**src/rtl/clock_fnd_driver.sv**
```systemverilog
// Binary sec/min/hour to BCD (iterative subtract-by-10) and 6-digit multiplexed
// common-anode 7-segment drive.
//
// state  | meaning
// S_IDLE | waiting for {hour,min,sec} to differ from the last converted value
// S_DIV  | subtract 10 from every remainder still >= 10, count tens
// S_DONE | publish tens/remainders to o_bcd in one write
module clock_fnd_driver #(
  parameter int P_SEC_BIT  = 6,
  parameter int P_MIN_BIT  = 6,
  parameter int P_HOUR_BIT = 5,
  parameter int P_SCAN_CNT = 100000,
  parameter int P_SCAN_BIT = 17
) (
  input  logic                  clk,
  input  logic                  reset,
  input  logic [P_SEC_BIT-1:0]  i_sec,
  input  logic [P_MIN_BIT-1:0]  i_min,
  input  logic [P_HOUR_BIT-1:0] i_hour,
  input  logic                  i_blank,
  output logic                  o_busy,
  output logic [23:0]           o_bcd,
  output logic [5:0]            o_digit_n,
  output logic [7:0]            o_seg_n
);

  localparam int W = P_SEC_BIT + P_MIN_BIT + P_HOUR_BIT;
  localparam logic [P_SEC_BIT-1:0]  TEN_SEC  = P_SEC_BIT'(10);
  localparam logic [P_MIN_BIT-1:0]  TEN_MIN  = P_MIN_BIT'(10);
  localparam logic [P_HOUR_BIT-1:0] TEN_HOUR = P_HOUR_BIT'(10);
  localparam logic [P_SCAN_BIT-1:0] SCAN_LAST = P_SCAN_BIT'(P_SCAN_CNT - 1);

  typedef enum logic [1:0] {S_IDLE, S_DIV, S_DONE} state_t;

  state_t                state;
  logic [W-1:0]          r_last;
  logic [P_SEC_BIT-1:0]  rem_sec;
  logic [P_MIN_BIT-1:0]  rem_min;
  logic [P_HOUR_BIT-1:0] rem_hour;
  logic [3:0]            tens_sec, tens_min, tens_hour;
  logic [W-1:0]          time_now;
  logic                  sec_big, min_big, hour_big;

  assign time_now = {i_hour, i_min, i_sec};
  assign sec_big  = (rem_sec  >= TEN_SEC);
  assign min_big  = (rem_min  >= TEN_MIN);
  assign hour_big = (rem_hour >= TEN_HOUR);

  always_ff @(posedge clk) begin
    if (reset) begin
      state     <= S_IDLE;
      r_last    <= '0;
      rem_sec   <= '0;
      rem_min   <= '0;
      rem_hour  <= '0;
      tens_sec  <= 4'd0;
      tens_min  <= 4'd0;
      tens_hour <= 4'd0;
      o_bcd     <= 24'h0;
      o_busy    <= 1'b0;
    end else begin
      case (state)
        S_IDLE: begin
          if (time_now != r_last) begin
            r_last    <= time_now;
            rem_sec   <= i_sec;
            rem_min   <= i_min;
            rem_hour  <= i_hour;
            tens_sec  <= 4'd0;
            tens_min  <= 4'd0;
            tens_hour <= 4'd0;
            state     <= S_DIV;
            o_busy    <= 1'b1;
          end
        end
        S_DIV: begin
          if (!sec_big && !min_big && !hour_big) begin
            state <= S_DONE;
          end else begin
            if (sec_big) begin
              rem_sec  <= rem_sec - TEN_SEC;
              tens_sec <= tens_sec + 4'd1;
            end
            if (min_big) begin
              rem_min  <= rem_min - TEN_MIN;
              tens_min <= tens_min + 4'd1;
            end
            if (hour_big) begin
              rem_hour  <= rem_hour - TEN_HOUR;
              tens_hour <= tens_hour + 4'd1;
            end
          end
        end
        S_DONE: begin
          o_bcd  <= {tens_hour, 4'(rem_hour), tens_min, 4'(rem_min),
                     tens_sec, 4'(rem_sec)};
          state  <= S_IDLE;
          o_busy <= 1'b0;
        end
        default: begin
          state  <= S_IDLE;
          o_busy <= 1'b0;
        end
      endcase
    end
  end

  logic [P_SCAN_BIT-1:0] scan_cnt;
  logic [2:0]            digit_idx;
  logic [3:0]            nibble;
  logic [6:0]            seg_code;
  logic                  dp_n;

  always_comb begin
    nibble = o_bcd[3:0];
    case (digit_idx)
      3'd1:    nibble = o_bcd[7:4];
      3'd2:    nibble = o_bcd[11:8];
      3'd3:    nibble = o_bcd[15:12];
      3'd4:    nibble = o_bcd[19:16];
      3'd5:    nibble = o_bcd[23:20];
      default: nibble = o_bcd[3:0];
    endcase
  end

  // {g,f,e,d,c,b,a}, active low; anything above 9 stays dark
  always_comb begin
    seg_code = 7'h7F;
    case (nibble)
      4'd0: seg_code = 7'h40;
      4'd1: seg_code = 7'h79;
      4'd2: seg_code = 7'h24;
      4'd3: seg_code = 7'h30;
      4'd4: seg_code = 7'h19;
      4'd5: seg_code = 7'h12;
      4'd6: seg_code = 7'h02;
      4'd7: seg_code = 7'h78;
      4'd8: seg_code = 7'h00;
      4'd9: seg_code = 7'h10;
      default: seg_code = 7'h7F;
    endcase
  end

  assign dp_n = !((digit_idx == 3'd2) || (digit_idx == 3'd4));

  always_ff @(posedge clk) begin
    if (reset) begin
      scan_cnt  <= '0;
      digit_idx <= 3'd0;
      o_digit_n <= 6'h3F;
      o_seg_n   <= 8'hFF;
    end else begin
      if (scan_cnt == SCAN_LAST) begin
        scan_cnt  <= '0;
        digit_idx <= (digit_idx == 3'd5) ? 3'd0 : digit_idx + 3'd1;
      end else begin
        scan_cnt <= scan_cnt + 1'b1;
      end
      o_digit_n <= i_blank ? 6'h3F : ~(6'd1 << digit_idx);
      o_seg_n   <= {dp_n, seg_code};
    end
  end

endmodule
```
**config.mk**
```make
export PLATFORM = sky130hd
export DESIGN_NAME = clock_fnd_driver
export DESIGN_NICKNAME = d
export VERILOG_FILES = /design/src/rtl/clock_fnd_driver.sv
export SDC_FILE = /design/constraint.sdc
export NUM_CORES = 1
export LEC_CHECK = 0
export BUFFER_PORTS_ARGS = -buffer_cell sky130_fd_sc_hd__buf_2
export CAP_MARGIN = 15
export CELL_PAD_IN_SITES_DETAIL_PLACEMENT = 0
export CELL_PAD_IN_SITES_GLOBAL_PLACEMENT = 2
export CORE_ASPECT_RATIO = 0.75
export CORE_MARGIN = 5
export CORE_UTILIZATION = 35
export CTS_CLUSTER_DIAMETER = 80
export DETAILED_ROUTE_END_ITERATION = 8
export PLACE_DENSITY = 0.77
export SLEW_MARGIN = 10
export SYNTH_ARGS = -nofsm -noshare
export SYNTH_HDL_FRONTEND = slang
export SYNTH_SLANG_ARGS = --single-unit
```
**constraint.sdc**
```tcl
create_clock -name clk -period 3.3 [get_ports clk]
set_input_delay 0.495 -clock clk [delete_from_list [all_inputs] [get_ports clk]]
set_output_delay 0.495 -clock clk [all_outputs]
set_load 0.05 [all_outputs]
```
==> metrics.csv <==
stage,metric,value,unit
clock_tree,"Clk pin slew, worst setup/hold paths",0.07,ns
yosys,register area share after synthesis,42.1,%
layout,share of cells above drive strength 1,17.2,%
yosys,ys async rst share,0,%
clock_tree,setup bufs post-CTS,0,
setup_path,R2R Path Start,digit_idx[1]$_SDFFE_PP0P_,
sta,clock skew after layout,0.00684,ns
global_routing,number of global-route vias before repair,4119,
sta,Worst Hold Margin,0.366,ns
clock_tree,clock root cell,clkbuf_16,
drt,DR WL/cell,15.3,um
global_routing,initial antenna violation count,0,
sta,Tmin final,2.84,ns
layout,Non-Filler Instances,850,
sta,Fmax,352,MHz
drt,overall routed net length,13000,um
clock_tree,# H-tree levels,3,
pwr,Overall Power,3700,uW
sta,setup TNS,0,ns
sta,relative slew slack,47.4,%
setup_path,Crit Path Class,reg -> reg,
sta,fin crit share,86.0,%
placed_design,I/O Buffers,58,
layout,area occupied by multi-input gates,2660,um2
setup_path,crit path launch type,flop,
sta,Slew @ Worst Pin,0.784,ns
floorplan,Top-Level Pins,59,
hold_path,Worst Hold Class,in -> reg,
yosys,number of synthesized flops with an enable pin,0,
clock_tree,Num CTS Buffers,9,
floorplan,core region area,14400,um2
yosys,syn_area_per_cell,8.56,um2
placed_design,DP HPWL,9450,um
layout,storage element area,2140,um2
yosys,YS warnings,0,
global_routing,met1 GRT Util,22.5,%
yosys,Synth Register Bits,107,
layout,Filler cells,1472,
layout,most frequent cells in the layout,"dfxtp_1 (107), nand2_1 (72), nor2_1 (71), a21oi_1 (67), buf_2 (58)",
clock_tree,CTS tree,built,
global_routing,met3 GRT Util,4.19,%
sta,Finish-stage setup viols,0,
floorplan,Rows,38,
yosys,main flop type after synthesis,dfxtp_1,
yosys,Cell variety after synth,63,
setup_path,CP startpoint,digit_idx[1]$_SDFFE_PP0P_,
global_routing,largest net degree at the start of global routing,43,
pwr,Cell Pwr Density,628,nW/um2
yosys,Synth Cell Area,5090,um2
sta,RSZ-0062 raised after global routing,false,
run_status,status,"complete, no violations",
sta,Setup WS post-layout,0.461,ns
drt,Via Count,4275,
layout,Area Growth Syn to Fin,15.8,%
drt,DR pass1 iterations,5,
drt,initial drt markers,249,
clock_tree,clock sinks,107,
clock_tree,CTS resizes,0,
layout,ANT cells,0,
global_routing,met2 Use GR,23.8,%
drt,DRT antenna net count,0,
flow_run,max-cap violations,0,
pwr,VDD IR max,266,uV
drt,Post-route DRC,0,
hold_path,worst hold path startpoint,i_blank,
drt,DR vias/cell,5.03,
sta,Fin. Hold Viols,0,
floorplan,width of the die,149,um
global_routing,Total GRT Usage,15.8,%
layout,NumNets Final,676,
floorplan,Initial Utilization,35.4,%
global_routing,total grt overflow,0,
yosys,Syn Nets,625,
setup_path,data arrival time of the critical path,3.09,ns
clock_tree,cts hold-fix bufs,0,
global_routing,busiest grt layer,met2,
placed_design,placed insts,834,
global_routing,first-pass GRT wire length,21300,um
setup_path,CP max FO,21,
pwr,static leakage,0.00237,uW
layout,"most common cell after layout, fill and taps aside",dfxtp_1,
setup_path,CP required,3.55,ns
placed_design,pre-CTS setup slack,0.532,ns
setup_path,Crit. End Element,flop,
yosys,Synth Instances,594,
placed_design,GPL Wtd Cong,0.835,
floorplan,die height,114,um
clock_tree,Bufs on Longest Clock Path,2,
clock_tree,Clock Latency Late Sink,0.35,ns
sta,"Slew Viols, Final",0,
floorplan,die area,17100,um2
sequential cells by signal, indices dropped and copies added, names as in the netlist, 5 cells and up:
name       cells
o_bcd         24
o_digit_n      6
o_seg_n        8
r_last        17
rem_hour       5
rem_min        6
rem_sec        6
scan_cnt      17
cell families after synthesis:
| kind of cell | count (synthesis) | share of synthesized area (%) |
|---|---|---|
| xor+xnor | 35 | 6.03 |
| flops | 107 | 42.1 |
| fa+ha+maj | 11 | 2.71 |
| buf+inv | 57 | 5.58 |
| simple gates | 226 | 21.8 |
| mux | 27 | 5.58 |
| compound gates | 131 | 16.2 |
routing by layer:
layer,share of wire [%],wire length (um)
met2,43,5610
met1,51,6690
met5,0,0
met3,4.6,597
met4,1.0,134
Yosys cell counts, drive strengths merged, types with 3 or more instances:
cell type	instances	area, um2
a211o	4	35.0
a211oi	4	30.0
a21oi	68	344
and2	4	25.0
and3	5	31.3
and3b	10	87.6
buf	13	106
clkbuf	19	75.1
dfxtp	107	2140
ha	11	138
inv	23	86.3
mux2i	25	250
nand2	72	270
nand2b	4	25.0
nand3	14	80.1
nand3b	3	22.5
nand4	5	37.5
nor2	71	267
nor3	16	80.1
nor4	4	52.6
o211ai	3	36.3
o21a	4	30.0
o21ai	25	125
o31ai	3	27.5
o32ai	3	33.8
or2	6	37.5
or3	7	48.8
xnor2	13	114
xor2	22	193
path summary, 6_finish.rpt:
path | endpoint | slack [ns] | cells past startpoint
worst min-delay path | o_digit_n[3]$_SDFF_PP1_ | 0.37 | 3
worst max register to register | o_seg_n[5]$_SDFF_PP1_ | 0.46 | 10
worst max-delay path | o_seg_n[5]$_SDFF_PP1_ | 0.46 | 10
worst min register to register | scan_cnt[0]$_SDFF_PP0_ | 0.46 | 1
per-stage QoR:
step | util [%] | instance area, um2
6_report | 41.0 | 5890
5_1_grt | 41.0 | 5890
4_1_cts | 41.0 | 5890
3_5_place_dp | 38.8 | 5570
3_3_place_gp | 38.8 | 5570
2_1_floorplan | - | 5090
area by class of cell:
| type | instances | area share [%] |
|---|---|---|
| sequential | 107 | 36.4 |
| inverter | 24 | 1.53 |
| clock buffer | 10 | 3.89 |
| timing repair buffer | 73 | 7.26 |
| multi-input combinational | 430 | 45.2 |
| clock inverter | 6 | 1.53 |
| tap | 200 | 4.25 |
worst max-delay path: stages (launching register included):
cell,delay [ns]
dfxtp_1,0.72
inv_1,0.15
nor2_1,0.12
ha_1,0.17
inv_1,0.04
mux4_2,0.46
a221oi_2,0.34
nor2_1,0.17
ha_1,0.20
nand3b_1,0.17
a21o_1,0.18
where the power goes:
group / total (uW) / internal [uW] / switching [uW]
Sequential: 1560 / 1420 / 141
Combinational: 964 / 407 / 557
Clock: 1170 / 667 / 504
Total: 3700 / 2500 / 1200
(Power assumes the default switching activity.)
